--- config.mk ---
export PLATFORM = sky130hd
export DESIGN_NAME = spike_readout_flat
export DESIGN_NICKNAME = d
export VERILOG_FILES = /design/src/rtl/spike_readout_if.sv /design/src/rtl/spike_readout.sv /design/src/flat_wrapper.sv
export SDC_FILE = /design/constraint.sdc
export NUM_CORES = 1
export LEC_CHECK = 0
export CAP_MARGIN = 20
export CORE_MARGIN = 2
export CORE_UTILIZATION = 50
export CTS_CLUSTER_DIAMETER = 50
export DETAILED_ROUTE_END_ITERATION = 8
export HOLD_SLACK_MARGIN = 0.06
export PLACE_DENSITY_LB_ADDON = 0.25
export SKIP_CTS_REPAIR_TIMING = 1
export SLEW_MARGIN = 40
export SYNTH_ARGS = -nofsm -noshare
export SYNTH_HDL_FRONTEND = slang
export SYNTH_SLANG_ARGS = --single-unit
--- constraint.sdc ---
create_clock -name clock -period 6.1 [get_ports clock]
set_input_delay 0.61 -clock clock [delete_from_list [all_inputs] [get_ports clock]]
set_output_delay 0.61 -clock clock [all_outputs]
set_load 0.01 [all_outputs]
--- src/rtl/spike_readout_if.sv ---
// Event stream from the spike readout to the host: {timestamp, neuron_addr} with valid/ready.
interface spike_readout_if #(
  parameter int ADDR_W = 4,
  parameter int TS_W   = 12
);
  logic                     evt_valid;
  logic                     evt_ready;
  logic [ADDR_W+TS_W-1:0]   evt_data;

  modport master (output evt_valid, output evt_data, input evt_ready);
  modport slave  (input evt_valid, input evt_data, output evt_ready);
endinterface

--- src/rtl/spike_readout.sv ---
// Drains the output spike FIFO, timestamps each event onto a valid/ready stream,
// and keeps per-neuron saturating spike counters readable by the host.
module spike_readout #(
  parameter int NEURONS = 16,
  parameter int ADDR_W  = 4,
  parameter int TS_W    = 12,
  parameter int CNT_W   = 8
) (
  input  logic               clock,
  input  logic               reset,
  input  logic               snn_event_n,
  input  logic [ADDR_W-1:0]  neuron_addr_in,
  output logic               snn_ren,
  input  logic               timestep_tick,
  spike_readout_if.master    evt,
  input  logic [ADDR_W-1:0]  cnt_rd_addr,
  output logic [CNT_W-1:0]   cnt_rd_data,
  input  logic               cnt_clear,
  output logic               cnt_sat
);

  typedef enum logic [1:0] {IDLE, POP, CAPTURE, SEND} state_t;

  state_t                         state, state_nxt;
  logic [TS_W-1:0]                ts;
  logic [ADDR_W+TS_W-1:0]         data;
  logic [NEURONS-1:0][CNT_W-1:0]  cnt;
  logic [NEURONS-1:0]             sat_hit;
  logic [CNT_W-1:0]               rd_val;
  logic                           capture;

  always_ff @(posedge clock or posedge reset) begin
    if (reset) state <= IDLE;
    else       state <= state_nxt;
  end

  // FIFO dout is valid in CAPTURE, one cycle after the POP strobe.
  always_comb begin
    state_nxt = state;
    case (state)
      IDLE:    if (!snn_event_n) state_nxt = POP;
      POP:     state_nxt = CAPTURE;
      CAPTURE: state_nxt = SEND;
      SEND:    if (evt.evt_ready) state_nxt = snn_event_n ? IDLE : POP;
      default: state_nxt = IDLE;
    endcase
  end

  assign snn_ren       = (state == POP);
  assign evt.evt_valid = (state == SEND);
  assign evt.evt_data  = data;
  assign capture       = (state == CAPTURE);

  always_ff @(posedge clock or posedge reset) begin
    if (reset)              ts <= '0;
    else if (timestep_tick) ts <= ts + 1'b1;
  end

  // Stamp uses the current register value, so a coincident tick lands on the next event.
  always_ff @(posedge clock or posedge reset) begin
    if (reset)        data <= '0;
    else if (capture) data <= {ts, neuron_addr_in};
  end

  for (genvar i = 0; i < NEURONS; i++) begin : g_cnt
    logic             hit;
    logic [CNT_W-1:0] val;

    assign hit        = capture && (neuron_addr_in == ADDR_W'(i));
    assign sat_hit[i] = hit && (val == '1);
    assign cnt[i]     = val;

    always_ff @(posedge clock or posedge reset) begin
      if (reset)                   val <= '0;
      else if (cnt_clear)          val <= '0;
      else if (hit && val != '1)   val <= val + 1'b1;
    end
  end

  always_ff @(posedge clock or posedge reset) begin
    if (reset)          cnt_sat <= 1'b0;
    else if (cnt_clear) cnt_sat <= 1'b0;
    else if (|sat_hit)  cnt_sat <= 1'b1;
  end

  // Addresses with no matching neuron fall through to zero.
  always_comb begin
    rd_val = '0;
    for (int i = 0; i < NEURONS; i++)
      if (cnt_rd_addr == ADDR_W'(i)) rd_val = cnt[i];
  end

  always_ff @(posedge clock or posedge reset) begin
    if (reset) cnt_rd_data <= '0;
    else       cnt_rd_data <= rd_val;
  end

endmodule

--- src/flat_wrapper.sv ---
// flat-port wrapper written by rule: the top's interface ports become plain ports
module spike_readout_flat 
#(
  parameter int NEURONS = 16,
  parameter int ADDR_W  = 4,
  parameter int TS_W    = 12,
  parameter int CNT_W   = 8
)
  (clock, reset, snn_event_n, neuron_addr_in, snn_ren, timestep_tick, cnt_rd_addr, cnt_rd_data, cnt_clear, cnt_sat, evt_evt_valid, evt_evt_data, evt_evt_ready);
  spike_readout_if #(.ADDR_W(ADDR_W), .TS_W(TS_W)) evt_i ();
  input  logic clock;
  input  logic reset;
  input  logic snn_event_n;
  input  logic [ADDR_W-1:0] neuron_addr_in;
  output logic snn_ren;
  input  logic timestep_tick;
  input  logic [ADDR_W-1:0] cnt_rd_addr;
  output logic [CNT_W-1:0] cnt_rd_data;
  input  logic cnt_clear;
  output logic cnt_sat;
  output wire logic [$bits(evt_i.evt_valid)-1:0] evt_evt_valid;
  output wire logic [$bits(evt_i.evt_data)-1:0] evt_evt_data;
  input wire logic [$bits(evt_i.evt_ready)-1:0] evt_evt_ready;
  assign evt_evt_valid = evt_i.evt_valid;
  assign evt_evt_data = evt_i.evt_data;
  assign evt_i.evt_ready = evt_evt_ready;
  spike_readout #(.NEURONS(NEURONS), .ADDR_W(ADDR_W), .TS_W(TS_W), .CNT_W(CNT_W)) u_core (.clock(clock), .reset(reset), .snn_event_n(snn_event_n), .neuron_addr_in(neuron_addr_in), .snn_ren(snn_ren), .timestep_tick(timestep_tick), .evt(evt_i), .cnt_rd_addr(cnt_rd_addr), .cnt_rd_data(cnt_rd_data), .cnt_clear(cnt_clear), .cnt_sat(cnt_sat));
endmodule
== After elaboration in Yosys (flattened, before gate mapping) ==
Cells that the tools add are included.
Word-level totals
  flip-flop bits (word level): 167
  output and inout bits: 27
Cells by class
  $add $sub $neg: 17
  equal/unequal tests: 67
  multiplexer cells: 54
  reduce and logical (&&, ||, !) cells: 70
Operators with widths (count)
  2-to-1 mux 8 bit: 48
  adder 8 x 1 -> 8 bit (second input constant): 16
  == test 8 bit (second input constant): 16
  inequality test 8 bit (second input constant): 16
  == test 4 bit (second input constant): 16
  logical AND 1 bit: 48
  nonzero test 2 bit: 17
  == test 4 x 3 -> 1 bit (second input constant): 8
  == test 4 x 2 -> 1 bit (second input constant): 4
  OR reduction 16 bit: 1
  adder 12 x 1 -> 12 bit (second input constant): 1
  == test 4 x 1 -> 1 bit (second input constant): 2
  logical NOT 4 bit: 2
  one-hot mux 2 bit (4 select lines): 1
  == test 2 bit (second input constant): 2
  2-to-1 mux 2 bit: 2
  2-to-1 mux 1 bit: 3
  == test 2 x 1 -> 1 bit (second input constant): 1
  logical NOT 2 bit: 1
  inequality test 2 x 1 -> 1 bit (second input constant): 1
  inequality test 2 bit (second input constant): 1
  AND reduction 2 bit: 1

== Longest topological paths before layout ==
Gate-level depths: netlist of the first run.
  depth in word-level cells: 17
  gate-level depth with buffers: 8
  gate-level depth less buffers: 7

== Worst setup path before layout of the first run ==
OpenSTA, ideal clock, no wires.
  path kind: input port to flip-flop
  start point: input cnt_rd_addr[0]
  end point: register u_core.cnt_rd_data[6]
  library setup time: 0.138 ns
  data arrival time: 1.916 ns
  required time: 5.962 ns
  slack: 4.046 ns
  stages on the path: 4
  buffers on the path: 2
  cells stage by stage: buf_4 buf_4 mux4_2 mux4_2
Between the ends
  longest elaborated chain between the ends: 17
Ends and longest elaborated chain
  from (decl): RTL line flat_wrapper.sv:17  | input logic [ADDR_W-1:0] cnt_rd_addr;
  logical NOT 4 bit: RTL line spike_readout.sv:90  | if (cnt_rd_addr == ADDR_W'(i)) rd_val = cnt[i];
  2-to-1 mux 8 bit (15 in a row): RTL line spike_readout.sv:90
  2-to-1 mux 8 bit *: RTL line spike_readout.sv:90
  net u_core.rd_val[6]: RTL line spike_readout.sv:29  | logic [CNT_W-1:0] rd_val;
  to (signal assigned): RTL line spike_readout.sv:95  | else cnt_rd_data <= rd_val;
  to (decl): RTL line spike_readout.sv:17  | output logic [CNT_W-1:0] cnt_rd_data,
Mark *: on every way through the listed nets, which the timed path passes. The rest lies on a longest branch.
A chain may end at the register's enable or synchronous reset.

== Worst setup path in the final report of the first run ==
  start point: register u_core.state[0]
  end point: register u_core.g_cnt[2].val[5]
Between the ends
  longest elaborated chain between the ends: 4
Ends and longest elaborated chain
  from (decl): RTL line spike_readout.sv:24  | state_t state, state_nxt;
  from (signal assigned): RTL line spike_readout.sv:34  | else state <= state_nxt;
  == test 2 bit: RTL line spike_readout.sv:52  | assign capture = (state == CAPTURE);
  logical AND 1 bit: RTL line spike_readout.sv:69  | assign hit = capture && (neuron_addr_in == ADDR_W'(i));
  logical AND 1 bit: RTL line spike_readout.sv:76  | else if (hit && val != '1) val <= val + 1'b1;
  nonzero test 2 bit (no line)
  to (signal assigned): RTL line spike_readout.sv:76
  to (decl): RTL line spike_readout.sv:67  | logic [CNT_W-1:0] val;
No other way between the ends.

==> impl_metrics.yaml, run 1 <==
logic_synthesis:
  synth_xor_area_share_pct: 7.82
  synth_seq_cells: 167
  ys_seq_area_share_pct: 44.4
  async_flop_share_pct: 100
  synth_fa_ha_area_share_pct: 2.79
  syn_area_per_cell_um2: 9.74
  ys.flop_type: "dfrtp_1"
  synth-edff-count: 0
  syn_nets: 1000
  syn_inst: 965
  synth_area_um2: 9400
  synth_cell_types: 56
  synth_top_family_by_area: "simple AND/OR/NAND/NOR gates"
  yosys.area_share.simple_pct: 22.6
  synth_compound_area_share_pct: 9.39
  yosys_warnings: 0
  synthMuxAreaShare_pct: 10.2
critical_path:
  cp-end-kind: "flip-flop"
  critPathLaunchType: "flip-flop"
  path_max_fanout: 24
  worst-setup-path-type: "reg -> reg"
  r2r_cells: 7
  crit_required_ns: 6.40
  crit_arrival_ns: 2.98
  reg2reg_setup_slack_ns: 3.41
floorplan:
  ios: 41
  start_util_pct: 50.6
  core_um2: 18600
  fp.dieW_um: 141
  fp.dieH_um: 141
  fp.dieArea_um2: 19900
  rows: 50
clocking:
  cts_max_path_buffers: 2
  clk_pin_slew_ns: 0.08
  root_buffer: "clkbuf_16"
  cts_sinks: 167
  clkLatencyLatePin_ns: 0.45
  cts_tree: "built"
  htree_levels: 4
  cts_made_buffers: 17
timing:
  period_minus_slack_ns: 2.69
  relSlewSlack_pct: 50.3
  slew_viol_final: 0
  hold_viol: 0
  grt_setup_unrepaired: "false"
  fin_skew_ns: 0.0126
  worst_pin_slew_ns: 0.746
  hold_ws_ns: 0.487
  fin_crit_sh_pct: 44.0
  finalSetupViolCount: 0
  final.setup.tns_ns: 0
  max_freq_mhz: 372
routing:
  dr.pass1.iters: 5
  drcViolationCount: 0
  vias: 7662
  wl_per_cell_um: 19.3
  vias_per_cell: 6.18
  drt_iter0_drc: 802
  wl_um: 24000
  ant_nets: 0
place:
  place.detailed.hpwl_um: 16700
  port_buffers: 40
  place_area_um2: 9960
  place_congestion: 0.906
status:
  status: "completed"
power_and_ir_drop:
  leakage_nw: 4.22
  pwr_density_cell_nw_per_um2: 266
  power.total_mw: 2.83
  ir_worst_vdd_uv: 311
job:
  maxCapViolCount: 0
final_layout:
  post_route_cells_drive_above_1_share_pct: 10.6
  n_antenna_cell: 0
  finalNetCount: 1027
  design_area_um2: 10600
  area_growth_pct: 12.9
hold_path:
  hp-class: "reg -> reg"
  holdPathStages: 1
global_routing:
  globalRouteOverflowTotal: 0
  grt_pass1_vias: 7329
  grt_max_degree: 81
  grtUsageTotal_pct: 25.4
  grt_pass1_wl_um: 39900
  antenna_found_initial: 0
flip-flops by register name, indices dropped and copies added (netlist names):
signal and cells:
u_core.ts 12, u_core.cnt_rd_data 8, u_core.state 2, u_core.cnt_sat 1, u_core.evt.evt_data 16, u_core.g_cnt.val 128
routing by layer:
layer,global-route usage [%],up-vias,share of wire [%]
li1,-,3547,-
met1,35.6,3810,44
met2,38.7,262,46
met3,7.51,43,7.8
met4,7.21,0,2.1
met5,0,-,0
cells in the mapped netlist, drive strengths merged (16+ instances only):
library cell | n | area share (%)
mux2i | 20 | 2.1
nor3 | 41 | 2.2
clkbuf | 17 | 0.71
nand2 | 61 | 2.4
mux2 | 23 | 2.8
nor2 | 139 | 5.5
dfrtp | 167 | 44
or3 | 24 | 1.6
inv | 21 | 0.84
nand4 | 21 | 1.4
a21oi | 39 | 2.1
xnor2 | 66 | 6.1
o21ai | 44 | 2.3
ha | 21 | 2.8
buf | 21 | 1.2
mux4 | 22 | 5.3
nand3b | 16 | 1.3
nand3 | 68 | 3.6
xor2 | 18 | 1.7
nor4 | 30 | 2.2
path summary, 6_finish.rpt:
path | from | end
worst max-delay path | u_core.state[0]$_DFFE_PP0P_ | u_core.g_cnt[2].val[5]$_DFFE_PP0P_
worst max register to register | u_core.state[0]$_DFFE_PP0P_ | u_core.g_cnt[2].val[5]$_DFFE_PP0P_
min in group asynchronous | reset | u_core.g_cnt[12].val[3]$_DFFE_PP0P_
worst min-delay path | u_core.ts[11]$_DFFE_PP0P_ | u_core.ts[11]$_DFFE_PP0P_
worst min register to register | u_core.ts[11]$_DFFE_PP0P_ | u_core.ts[11]$_DFFE_PP0P_
max in group asynchronous | reset | u_core.g_cnt[5].val[5]$_DFFE_PP0P_
kinds of logic (layout without fill, tap and decap cells):
family,count (synthesis),count (layout)
AND/OR/NAND/NOR,430,430
flip-flops,167,167
AO/OA/AOI/OAI,137,137
XOR/XNOR,84,84
multiplexers,65,65
buffers and inverters,61,101
adder cells (fa/ha/maj),21,21
area by class of cell:
cell class / count / area, µm²
timing repair buffer: 46 / 457
fill: 1601 / 7960
tap: 234 / 293
clock inverter: 15 / 209
inverter: 23 / 91.3
sequential: 167 / 4180
clock buffer: 17 / 425
multi-input combinational: 737 / 4960
cells in the final DEF, fill, tap and decap left out, types with 4 or more instances in the layout:
cell type,instances
nor2_1,139
xnor2_1,66
o221ai_1,4
nor2b_1,4
mux2_2,23
nand3b_1,16
nand4_1,21
o211ai_2,11
clkdlybuf4s50_1,36
inv_1,20
nor4_1,29
o21ai_0,44
mux4_2,22
nand2_1,61
a211oi_1,9
nor3_1,41
nand2b_1,8
a31oi_1,10
mux2i_1,20
a21oi_1,39
clkbuf_16,17
dfrtp_1,167
clkinv_8,7
nand3_1,68
or3_1,24
inv_6,5
xor2_1,18
buf_4,7
ha_1,20
where the power goes:
group | leakage [nW] | internal, mW | total, mW | switching, mW
combinational | 1.64 | 0.211 | 0.438 | 0.227
sequential | 2.28 | 1.18 | 1.24 | 0.0637
clock | 0.302 | 0.597 | 1.14 | 0.547
total | 4.22 | 1.99 | 2.83 | 0.838
metrics by stage:
stage                     cells  worst slack, ns  util [%]
after floorplan             965            0.972         -
after global placement     1206             3.11      53.6
after detailed placement   1206             3.05      53.6
after CTS                  1238             3.43      57.0
after global routing       1239             3.12      57.2
final                      1239             3.41      57.2
critical path, cell delays in order (launching register included):
cell	delay (ns)
dfrtp_1	0.42
inv_1	0.12
ha_2	0.55
nor3b_2	0.46
o211ai_1	0.39
nor3_1	0.37
xnor2_1	0.17
nor2_1	0.06
Power figures use the tool's default switching activity.
==> inputs of run 2 (changes only) <==
Clock period 6.1 ns to 2.35 ns, I/O delays scaled along.
==> impl_metrics.yaml, run 2 (same netlist as run 1, synthesis figures left out) <==
floorplan:
  fp.dieW_um: 141
  core_um2: 18600
  fp.dieH_um: 141
  fp.dieArea_um2: 19900
  start_util_pct: 50.6
  rows: 50
  ios: 41
clocking:
  clk_pin_slew_ns: 0.07
  cts_made_buffers: 17
  htree_levels: 4
  cts_sinks: 167
  cts_max_path_buffers: 2
  cts_tree: "built"
  root_buffer: "clkbuf_16"
  clkLatencyLatePin_ns: 0.44
critical_path:
  critPathSlowestCell: "nor4_1"
  crit_arrival_ns: 2.50
  critPathLaunchType: "flip-flop"
  path_cells: "inv_1 -> ha_2 -> nand3_1 -> nor4_1 -> a2111oi_0 -> and4_1 -> a41oi_1"
  path_max_fanout: 9
  max_stage_delay_ns: 0.44
  crit_required_ns: 2.70
  r2r_cells: 7
  cp-end-kind: "flip-flop"
  worst-setup-path-type: "reg -> reg"
timing:
  finalSetupViolCount: 0
  fin_skew_ns: 0.00993
  worst_pin_slew_ns: 0.591
  hold_viol: 0
  fin_ws_ns: 0.203
  fin_crit_sh_pct: 91.4
  slew_viol_final: 0
  final.setup.tns_ns: 0
  relSlewSlack_pct: 60.6
  grt_setup_unrepaired: "false"
  max_freq_mhz: 466
  period_minus_slack_ns: 2.15
power_and_ir_drop:
  leakage_nw: 4.39
  p_comb_share_pct: 16.5
  seqPwrFrac_pct: 44.2
  pwr_density_cell_nw_per_um2: 669
  clockPowerShare_pct: 39.3
  p_sw_mw: 2.18
  power.total_mw: 7.30
  ir_worst_vdd_uv: 698
  netSwitchingFraction_pct: 29.9
  power.internal_mw: 5.12
routing:
  wl_um: 23900
  wl_per_cell_um: 18.8
  vias: 7688
  dr.pass1.iters: 5
  vias_per_cell: 6.04
  drt_iter0_drc: 683
  drcViolationCount: 0
  ant_nets: 0
place:
  port_buffers: 40
  place_ws_ns: -0.0604
  place.detailed.hpwl_um: 17100
  place_congestion: 0.963
hold_path:
  holdPathStages: 2
  hp-class: "in -> reg"
final_layout:
  area_growth_pct: 15.9
  post_route_cells_drive_above_1_share_pct: 13.9
  n_antenna_cell: 0
  mostFrequentLayoutCells: "dfrtp_1, nor2_1, nand3_1"
  seqCellArea_um2: 4180
  largest_reg_flops: 128
  largest-register: "u_core.g_cnt.val"
  layout_commonest_cell: "dfrtp_1"
  multi_input_area_um2: 4990
  finalNetCount: 1061
  filler_cell_count: 1599
global_routing:
  globalRouteOverflowTotal: 0
  grtUsageTotal_pct: 25.1
  grt_pass1_vias: 7288
  grt_max_degree: 98
  grt_pass1_wl_um: 39200
  use_met2_pct: 38.5
  gr-usage-met1_pct: 36.5
  busiest_layer: "met2"
  grt_use_met3_pct: 5.47
  antenna_found_initial: 0
job:
  maxCapViolCount: 0
status:
  status: "completed"
-- run 2: cell count changes in the layout (fill, tap and decap cells not counted), sizes merged --
cell,delta
buf,+33
bufinv,-1
inv,+1
clkdlybuf4s50,+1
-- run 2: stage by stage --
step                      utilization (%)  cells  hold WS, ns  cell area [µm²]
final                                58.7   1273        0.257            10900
after global routing                 58.7   1273        0.277            10900
after CTS                            58.5   1271        0.266            10900
after detailed placement             55.2   1239        0.465            10200
after global placement               55.2   1239        0.454            10200
after floorplan                         -    965        0.322             9410
-- run 2: worst paths after layout --
kind	startpoint	endpoint	slack, ns
max	u_core.state[0]$_DFFE_PP0P_	u_core.cnt_sat$_DFFE_PP0P_	0.20
min	cnt_clear	u_core.g_cnt[9].val[0]$_DFFE_PP0P_	0.26
max reg2reg	u_core.state[0]$_DFFE_PP0P_	u_core.cnt_sat$_DFFE_PP0P_	0.20
min reg2reg	u_core.ts[11]$_DFFE_PP0P_	u_core.ts[11]$_DFFE_PP0P_	0.48
max in group asynchronous	reset	u_core.g_cnt[4].val[6]$_DFFE_PP0P_	1.60
min in group asynchronous	reset	u_core.evt.evt_data[11]$_DFFE_PP0P_	0.27
-- run 2: critical path: cells and delay by family (launching register included) --
kind	cells	cell delay (ns)
simple gates	3	0.94
flops	1	0.42
compound gates	2	0.32
fa+ha+maj	1	0.26
buf+inv	1	0.12
-- run 2: routing by layer --
layer  part of all wire [%]  vias up
li1                       -     3620
met1                     46     3775
met2                     46      251
met3                    6.3       42
met4                    1.7        0
met5                      0        -
-- run 2: final cells by class --
cell class	instances	area share [%]
multi-input cells	737	45.8
inverters	23	0.826
clock buffers	17	3.90
clock inverters	15	1.72
well taps	234	2.69
flip-flops and latches	167	38.3
repair buffers	80	6.77
-- run 2: power groups by stage --
stage / logic [mW] / registers [mW] / clock network [mW]
after global placement: 1.18 / 3.28 / 0
after floorplan: 0.680 / 3.30 / 0
after global routing: 1.32 / 3.25 / 3.05
after detailed placement: 1.19 / 3.27 / 0
final: 1.21 / 3.22 / 2.87
after CTS: 1.20 / 3.22 / 2.92
